--- src/rtl/stopwatch_pkg.sv ---
`default_nettype none
// +--------------------------------------------------------------------------+
// | Module      : stopwatch_pkg                                              |
// | Description : Shared state encodings, BCD digit width and the per-digit  |
// |               BCD increment helper for the stopwatch core.               |
// | Revision    : 1.0 - initial release                                      |
// +--------------------------------------------------------------------------+
package stopwatch_pkg;

  localparam int unsigned c_bcd_w = 4;

  typedef enum logic [1:0] {
    ST_IDLE  = 2'b00,
    ST_RUN   = 2'b01,
    ST_PAUSE = 2'b10
  } sw_state_e;

  // One BCD digit plus carry-in; returns {carry_out, next_digit}.
  // Any digit >= 9 rolls to 0 with carry so a corrupted digit self-heals.
  function automatic logic [c_bcd_w:0] bcd_inc(input logic [c_bcd_w-1:0] i_digit,
                                               input logic i_cin);
    logic [c_bcd_w:0] res;
    if (!i_cin) begin
      res = {1'b0, i_digit};
    end else if (i_digit >= 4'd9) begin
      res = {1'b1, 4'd0};
    end else begin
      res = {1'b0, i_digit + 4'd1};
    end
    return res;
  endfunction

endpackage
`default_nettype wire

--- src/rtl/sw_btn_cond.sv ---
`default_nettype none
// +--------------------------------------------------------------------------+
// | Module      : sw_btn_cond                                                |
// | Description : Raw button conditioner: 2-FF synchroniser, optional        |
// |               debounce filter, rising-edge one-cycle pulse.              |
// |               Debounce filter present when STOPWATCH_DEBOUNCE_EN is      |
// |               defined; otherwise DEB_CYCLES has no effect.               |
// | Revision    : 1.0 - initial release                                      |
// +--------------------------------------------------------------------------+
module sw_btn_cond #(
  parameter int unsigned DEB_CYCLES = 500_000
) (
  input  logic clk,
  input  logic reset,
  input  logic i_btn,
  output logic o_pulse
);

  logic r_sync1;
  logic r_sync2;
  logic r_prev;
  logic w_level;

  if (DEB_CYCLES < 1) begin : g_deb_cfg_chk
    $error("sw_btn_cond: DEB_CYCLES must be at least 1");
  end

  // Bring the asynchronous button into the clk domain.
  always_ff @(posedge clk or negedge reset) begin
    if (!reset) begin
      r_sync1 <= 1'b0;
      r_sync2 <= 1'b0;
    end else begin
      r_sync1 <= i_btn;
      r_sync2 <= r_sync1;
    end
  end

`ifdef STOPWATCH_DEBOUNCE_EN
  localparam int unsigned c_cnt_w = (DEB_CYCLES > 1) ? $clog2(DEB_CYCLES) : 1;
  localparam logic [c_cnt_w-1:0] c_cnt_last = c_cnt_w'(DEB_CYCLES - 1);

  logic               r_level;
  logic [c_cnt_w-1:0] r_cnt;

  // Accept a new level only after it has been seen DEB_CYCLES cycles in a row.
  always_ff @(posedge clk or negedge reset) begin
    if (!reset) begin
      r_level <= 1'b0;
      r_cnt   <= '0;
    end else if (r_sync2 == r_level) begin
      r_cnt <= '0;
    end else if (r_cnt == c_cnt_last) begin
      r_level <= r_sync2;
      r_cnt   <= '0;
    end else begin
      r_cnt <= r_cnt + c_cnt_w'(1);
    end
  end

  assign w_level = r_level;
`else
  assign w_level = r_sync2;
`endif

  // Remember the accepted level so a held button yields a single pulse.
  always_ff @(posedge clk or negedge reset) begin
    if (!reset) begin
      r_prev <= 1'b0;
    end else begin
      r_prev <= w_level;
    end
  end

  assign o_pulse = w_level & ~r_prev;

endmodule
`default_nettype wire

--- src/rtl/stopwatch_ctrl.sv ---
`default_nettype none
// +--------------------------------------------------------------------------+
// | Module      : stopwatch_ctrl                                             |
// | Description : Stopwatch core: button conditioning, IDLE/RUN/PAUSE FSM,   |
// |               tick prescaler, DIGITS-wide BCD time counter, lap store.   |
// |               Define STOPWATCH_DEBOUNCE_EN to enable button debounce.    |
// | Revision    : 1.0 - initial release                                      |
// +--------------------------------------------------------------------------+
module stopwatch_ctrl
  import stopwatch_pkg::*;
#(
  parameter int unsigned TICK_DIV   = 1_000_000,
  parameter int unsigned DIGITS     = 4,
  parameter int unsigned LAP_DEPTH  = 4,
  parameter int unsigned DEB_CYCLES = 500_000
) (
  input  logic                            clk,
  input  logic                            reset,
  input  logic                            i_start_btn,
  input  logic                            i_stop_btn,
  input  logic                            i_lap_btn,
  input  logic [$clog2(LAP_DEPTH)-1:0]    i_lap_rd_idx,
  output logic [1:0]                      o_state,
  output logic [4*DIGITS-1:0]             o_time_bcd,
  output logic [4*DIGITS-1:0]             o_lap_bcd,
  output logic [$clog2(LAP_DEPTH):0]      o_lap_count,
  output logic                            o_overflow
);

  localparam int unsigned c_aw = $clog2(LAP_DEPTH);
  localparam int unsigned c_tw = c_bcd_w * DIGITS;
  localparam int unsigned c_pw = $clog2(TICK_DIV);
  localparam logic [c_pw-1:0] c_presc_last = c_pw'(TICK_DIV - 1);
  localparam logic [c_aw:0]   c_lap_full   = (c_aw + 1)'(LAP_DEPTH);

  logic w_start_p;
  logic w_stop_p;
  logic w_lap_p;

  sw_btn_cond #(.DEB_CYCLES(DEB_CYCLES)) u_start (
    .clk(clk), .reset(reset), .i_btn(i_start_btn), .o_pulse(w_start_p));
  sw_btn_cond #(.DEB_CYCLES(DEB_CYCLES)) u_stop (
    .clk(clk), .reset(reset), .i_btn(i_stop_btn), .o_pulse(w_stop_p));
  sw_btn_cond #(.DEB_CYCLES(DEB_CYCLES)) u_lap (
    .clk(clk), .reset(reset), .i_btn(i_lap_btn), .o_pulse(w_lap_p));

  sw_state_e       r_state;
  logic [c_pw-1:0] r_presc;
  logic [c_tw-1:0] r_time;
  logic            r_overflow;
  logic [c_tw-1:0] r_mem [LAP_DEPTH];
  logic [c_aw-1:0] r_wr_ptr;
  logic [c_aw:0]   r_lap_count;
  logic [c_tw-1:0] r_lap_bcd;

  logic            w_tick;
  logic [DIGITS:0] w_carry;
  logic [c_tw-1:0] w_time_inc;
  logic            w_lap_we;
  logic            w_full;
  logic [c_aw-1:0] w_rd_base;
  logic [c_aw-1:0] w_rd_addr;

  // Stop dominates every other button; start toggles RUN/PAUSE.
  always_ff @(posedge clk or negedge reset) begin
    if (!reset) begin
      r_state <= ST_IDLE;
    end else if (w_stop_p) begin
      r_state <= ST_IDLE;
    end else begin
      case (r_state)
        ST_IDLE:  if (w_start_p) r_state <= ST_RUN;
        ST_RUN:   if (w_start_p) r_state <= ST_PAUSE;
        ST_PAUSE: if (w_start_p) r_state <= ST_RUN;
        default:  r_state <= ST_IDLE;
      endcase
    end
  end

  assign w_tick = (r_state == ST_RUN) && (r_presc == c_presc_last);

  // Prescaler advances only while running; holding in PAUSE keeps the sub-tick phase.
  always_ff @(posedge clk or negedge reset) begin
    if (!reset) begin
      r_presc <= '0;
    end else if (w_stop_p || (r_state == ST_IDLE)) begin
      r_presc <= '0;
    end else if (r_state == ST_RUN) begin
      r_presc <= w_tick ? '0 : r_presc + c_pw'(1);
    end
  end

  // Ripple-carry BCD incrementer, digit 0 is the least significant.
  assign w_carry[0] = 1'b1;
  for (genvar gi = 0; gi < DIGITS; gi++) begin : g_digit
    assign {w_carry[gi+1], w_time_inc[c_bcd_w*gi +: c_bcd_w]} =
      bcd_inc(r_time[c_bcd_w*gi +: c_bcd_w], w_carry[gi]);
  end

  // Elapsed time and sticky wrap flag; a carry out of the top digit means all-9s rolled over.
  always_ff @(posedge clk or negedge reset) begin
    if (!reset) begin
      r_time     <= '0;
      r_overflow <= 1'b0;
    end else if (w_stop_p) begin
      r_time     <= '0;
      r_overflow <= 1'b0;
    end else if (w_tick) begin
      r_time <= w_time_inc;
      if (w_carry[DIGITS]) r_overflow <= 1'b1;
    end
  end

  assign w_lap_we = w_lap_p && !w_stop_p && (r_state == ST_RUN);
  assign w_full   = (r_lap_count == c_lap_full);

  // Circular lap store; captures the time value before any same-cycle tick.
  always_ff @(posedge clk or negedge reset) begin
    if (!reset) begin
      for (int i = 0; i < LAP_DEPTH; i++) r_mem[i] <= '0;
      r_wr_ptr    <= '0;
      r_lap_count <= '0;
    end else if (w_stop_p) begin
      for (int i = 0; i < LAP_DEPTH; i++) r_mem[i] <= '0;
      r_wr_ptr    <= '0;
      r_lap_count <= '0;
    end else if (w_lap_we) begin
      r_mem[r_wr_ptr] <= r_time;
      r_wr_ptr        <= r_wr_ptr + c_aw'(1);
      if (!w_full) r_lap_count <= r_lap_count + (c_aw + 1)'(1);
    end
  end

  // Once full, the oldest retained lap sits at the write pointer.
  assign w_rd_base = w_full ? r_wr_ptr : '0;
  assign w_rd_addr = w_rd_base + i_lap_rd_idx;

  // Registered lap read; slots beyond the valid count read as zero.
  always_ff @(posedge clk or negedge reset) begin
    if (!reset) begin
      r_lap_bcd <= '0;
    end else if (w_stop_p) begin
      r_lap_bcd <= '0;
    end else if ({1'b0, i_lap_rd_idx} < r_lap_count) begin
      r_lap_bcd <= r_mem[w_rd_addr];
    end else begin
      r_lap_bcd <= '0;
    end
  end

  assign o_state     = r_state;
  assign o_time_bcd  = r_time;
  assign o_lap_bcd   = r_lap_bcd;
  assign o_lap_count = r_lap_count;
  assign o_overflow  = r_overflow;

endmodule
`default_nettype wire
--- config.mk ---
export PLATFORM = sky130hd
export DESIGN_NAME = stopwatch_ctrl
export DESIGN_NICKNAME = d
export VERILOG_FILES = /design/src/rtl/stopwatch_pkg.sv /design/src/rtl/sw_btn_cond.sv /design/src/rtl/stopwatch_ctrl.sv
export SDC_FILE = /design/constraint.sdc
export NUM_CORES = 1
export LEC_CHECK = 0
export CAP_MARGIN = 15
export CORE_UTILIZATION = 45
export DETAILED_ROUTE_END_ITERATION = 10
export HOLD_SLACK_MARGIN = 0.05
export PLACE_DENSITY = 0.63
export RECOVER_POWER = 50
export SLEW_MARGIN = 20
export SYNTH_ARGS = -nofsm -noshare
export SYNTH_HDL_FRONTEND = slang
export SYNTH_SLANG_ARGS = --single-unit
--- constraint.sdc ---
create_clock -name clk -period 3.1 [get_ports clk]
set_input_delay 0.62 -clock clk [delete_from_list [all_inputs] [get_ports clk]]
set_output_delay 0.62 -clock clk [all_outputs]
set_load 0.01 [all_outputs]
==> impl_metrics.json <==
{
  "numCtsBuffers": 17,
  "pwr-share-seq": 0.452,
  "clockRootBuffer": "clkbuf_16",
  "leakagePower_nw": 3.21,
  "fin_skew_ns": 0.00977,
  "htreeDepth": 4,
  "nFillCells": 1201,
  "yosysUniqueCellTypes": 58,
  "ys_ff_latch": 133,
  "clk_latency_ns": 0.42,
  "grt_pass1_vias": 5228,
  "slew_viol_final": 83,
  "path_cells": "inv_1, ha_1, nor3b_1, or4_4, a2111o_1, or3_1, a21oi_1",
  "finalSetupViolCount": 0,
  "drt-pass1-iter-count": 5,
  "crit_buf_inv": 1,
  "crit_path_max_incr_delay_ns": 0.56,
  "post_cts_buffers": 0,
  "p_int_w": 0.00303,
  "synth_fa_ha_area_frac": 0.0409,
  "cts-resized-gates": 0,
  "portBuffers": 44,
  "netSwitchingFraction": 0.224,
  "cts_tree": "done",
  "overflow": 0,
  "vias": 5135,
  "synthesis.area_mm2": 0.00643,
  "synthMuxAreaShare": 0.0609,
  "synth_xor_area_frac": 0.00545,
  "rsz0062_at_grt": "false",
  "hold_path_class": "flip-flop to flip-flop",
  "crit_required_ns": 3.41,
  "fin_nets": 729,
  "rows": 43,
  "synthSimpleGateAreaFrac": 0.211,
  "ios": 45,
  "yosys_most_used_dff": "dfrtp_1",
  "end_kind": "flip-flop",
  "grt_pass1_wl_mm": 26.3,
  "regArea_mm2": 0.00333,
  "period_share": 0.846,
  "synthArstFlopShare": 1.00,
  "final.setup.tns_ns": 0,
  "die_w_um": 122,
  "hpwl_mm": 10.1,
  "clkPwrFrac": 0.489,
  "drive_above_1_share": 0.0969,
  "wire_per_inst_um": 17.6,
  "seq_area_frac_synth": 0.518,
  "critPathSlowestCell": "dfrtp_1",
  "clk_path_buf_depth": 2,
  "route.met2.wl_mm": 8.05,
  "antenna_found_initial": 0,
  "max_freq_mhz": 381,
  "synth.net_count": 686,
  "synth_compound_area_frac": 0.123,
  "drtAntennaViolNets": 0,
  "diodes": 0,
  "final_hold_viol_count": 0,
  "fin_util": 0.549,
  "cts.hold.buffers_added": 0,
  "grt_start_max_net_pins": 83,
  "maxCapViolations": 1,
  "min_period_ns": 2.62,
  "syn_avg_cell_area_um2": 9.77,
  "drc": 0,
  "critPathMaxFanout": 11,
  "multi_input_area_mm2": 0.00285,
  "worstSetupStartpointType": "flip-flop",
  "clkTransAtPathRegs_ns": 0.05,
  "yosysWarningCount": 0,
  "wl_met1_mm": 6.74,
  "syn2layout_area_growth_pct": 18.9,
  "dieArea_mm2": 0.0148,
  "max-vdd-ir-drop_uv": 426,
  "max_slew_margin": -0.154,
  "p_per_area_mw_per_mm2": 511,
  "cts_sinks": 133,
  "crit_arrival_ns": 2.93,
  "core_mm2": 0.0139,
  "violations": "max-capacitance violations, max-slew violations",
  "die_h_um": 122,
  "gr-usage-all-layers": 0.233,
  "synth_cells": 658,
  "status": "complete, but fails checks",
  "synth_top_family_by_area": "simple AND/OR/NAND/NOR gates",
  "worstMarginPinSlew_ns": 1.73,
  "start_util": 0.461,
  "drt_iter0_drc": 425,
  "synth_edf_count": 0,
  "critical_path.top_delay_family": "simple AND/OR/NAND/NOR gates",
  "power_switching_w": 0.000875,
  "highest_layer": "met4",
  "critPathKind": "flip-flop to flip-flop",
  "gp_congestion": 0.889,
  "pwr-share-comb": 0.059,
  "dr_wl_met3_um": 644,
  "routed_via_density": 5.76,
  "wl_mm": 15.7
}
## per-layer routing
metal,up-vias,global-route usage
met5,-,0
met4,0,0.0903
met3,24,0.0487
met2,119,0.385
met1,2602,0.299
li1,2390,-
## per-stage QoR
step / total power [W] / setup slack [ns] / hold WS [ns] / instances / cell area (um^2)
after floorplan: 0.00192 / 0.265 / 0.324 / 658 / 6430
after global placement: 0.00203 / 0.618 / 0.332 / 862 / 7130
after detailed placement: 0.00204 / 0.558 / 0.345 / 862 / 7130
after CTS: 0.00395 / 0.531 / 0.249 / 892 / 7690
after global routing: 0.00406 / 0.357 / 0.367 / 892 / 7650
final: 0.00391 / 0.477 / 0.355 / 892 / 7650
## power by group through the flow
stage / sequential (W) / clock, W / combinational, W
2_1_floorplan: 0.00180 / 0 / 0.000121
3_3_place_gp: 0.00180 / 0 / 0.000234
3_5_place_dp: 0.00180 / 0 / 0.000238
4_1_cts: 0.00177 / 0.00194 / 0.000239
5_1_grt: 0.00177 / 0.00203 / 0.000255
6_report: 0.00177 / 0.00191 / 0.000229
## cell families after synthesis
kind of cell	count (synthesis)
compound gates	139
xor+xnor	4
fa+ha+maj	21
buf+inv	64
flops	133
mux	19
simple gates	278
## synthesized netlist by cell type, types with 2 or more instances
master	n	share of area
mux4_2	16	0.056
a31oi_1	7	0.0068
and2_1	6	0.0058
o31ai_1	4	0.0047
nor4b_1	2	0.0027
xnor2_1	3	0.0041
nor4_1	4	0.0039
nor3b_1	2	0.0023
buf_1	5	0.0029
nand2b_1	6	0.0058
nand4bb_1	2	0.0035
nand3_1	69	0.054
ha_1	21	0.041
nor2b_1	18	0.018
nor3_1	4	0.0031
inv_1	18	0.011
buf_6	2	0.0035
or3_1	7	0.0068
a41oi_1	4	0.0054
nand4_1	6	0.0058
nand2_1	116	0.068
mux2i_1	2	0.0031
o211ai_1	2	0.0023
clkbuf_1	36	0.021
and4_1	3	0.0041
dfrtp_1	133	0.52
nand4b_1	2	0.0027
nor2_1	20	0.012
and3_1	2	0.0019
o21ai_0	19	0.015
a21o_1	2	0.0023
a21oi_1	89	0.069
## registers in the layout, indices dropped and copies added, names as in the netlist, 2 cells and up
signal       flops
o_lap_bcd       16
o_lap_count      3
r_wr_ptr         2
o_state          2
o_time_bcd      16
r_mem           64
r_presc         20
## worst paths after layout
path / startpoint / to / slack (ns) / depth (start not counted)
worst max register to register: o_time_bcd[0]$_DFFE_PN0P_ / o_time_bcd[15]$_DFFE_PN0P_ / 0.48 / 7
worst min register to register: u_start.r_sync1$_DFF_PN0_ / u_start.r_sync2$_DFF_PN0_ / 0.35 / 0
max in group asynchronous: reset / r_mem[63]$_DFFE_PN0P_ / 0.91 / 2
worst min-delay path: u_start.r_sync1$_DFF_PN0_ / u_start.r_sync2$_DFF_PN0_ / 0.35 / 0
worst max-delay path: o_time_bcd[0]$_DFFE_PN0P_ / o_time_bcd[15]$_DFFE_PN0P_ / 0.48 / 7
min in group asynchronous: reset / r_mem[3]$_DFFE_PN0P_ / 0.43 / 1
## area by class of cell
| type | count | area share |
|---|---|---|
| Clock buffer | 26 | 0.0627 |
| Clock inverter | 4 | 0.00949 |
| Inverter | 18 | 0.00884 |
| Multi-Input combinational cell | 461 | 0.372 |
| Sequential cell | 133 | 0.435 |
| Tap cell | 180 | 0.0295 |
| Timing Repair Buffer | 70 | 0.0820 |
## cell usage in the layout (no fill, tap or decap), types with 7 or more instances in the layout
cell type        instances
clkbuf_1                10
mux4_2                  16
or3_1                    7
a31oi_1                  7
o21ai_0                 18
dfrtp_1                133
a21oi_1                 89
nor2_1                  20
clkdlybuf4s50_1         36
dlygate4sd3_1            7
ha_1                    21
inv_1                   18
nand3_1                 69
buf_4                   20
nor2b_1                 18
clkbuf_16               17
nand2_1                116
Power figures use the tool's default switching activity.
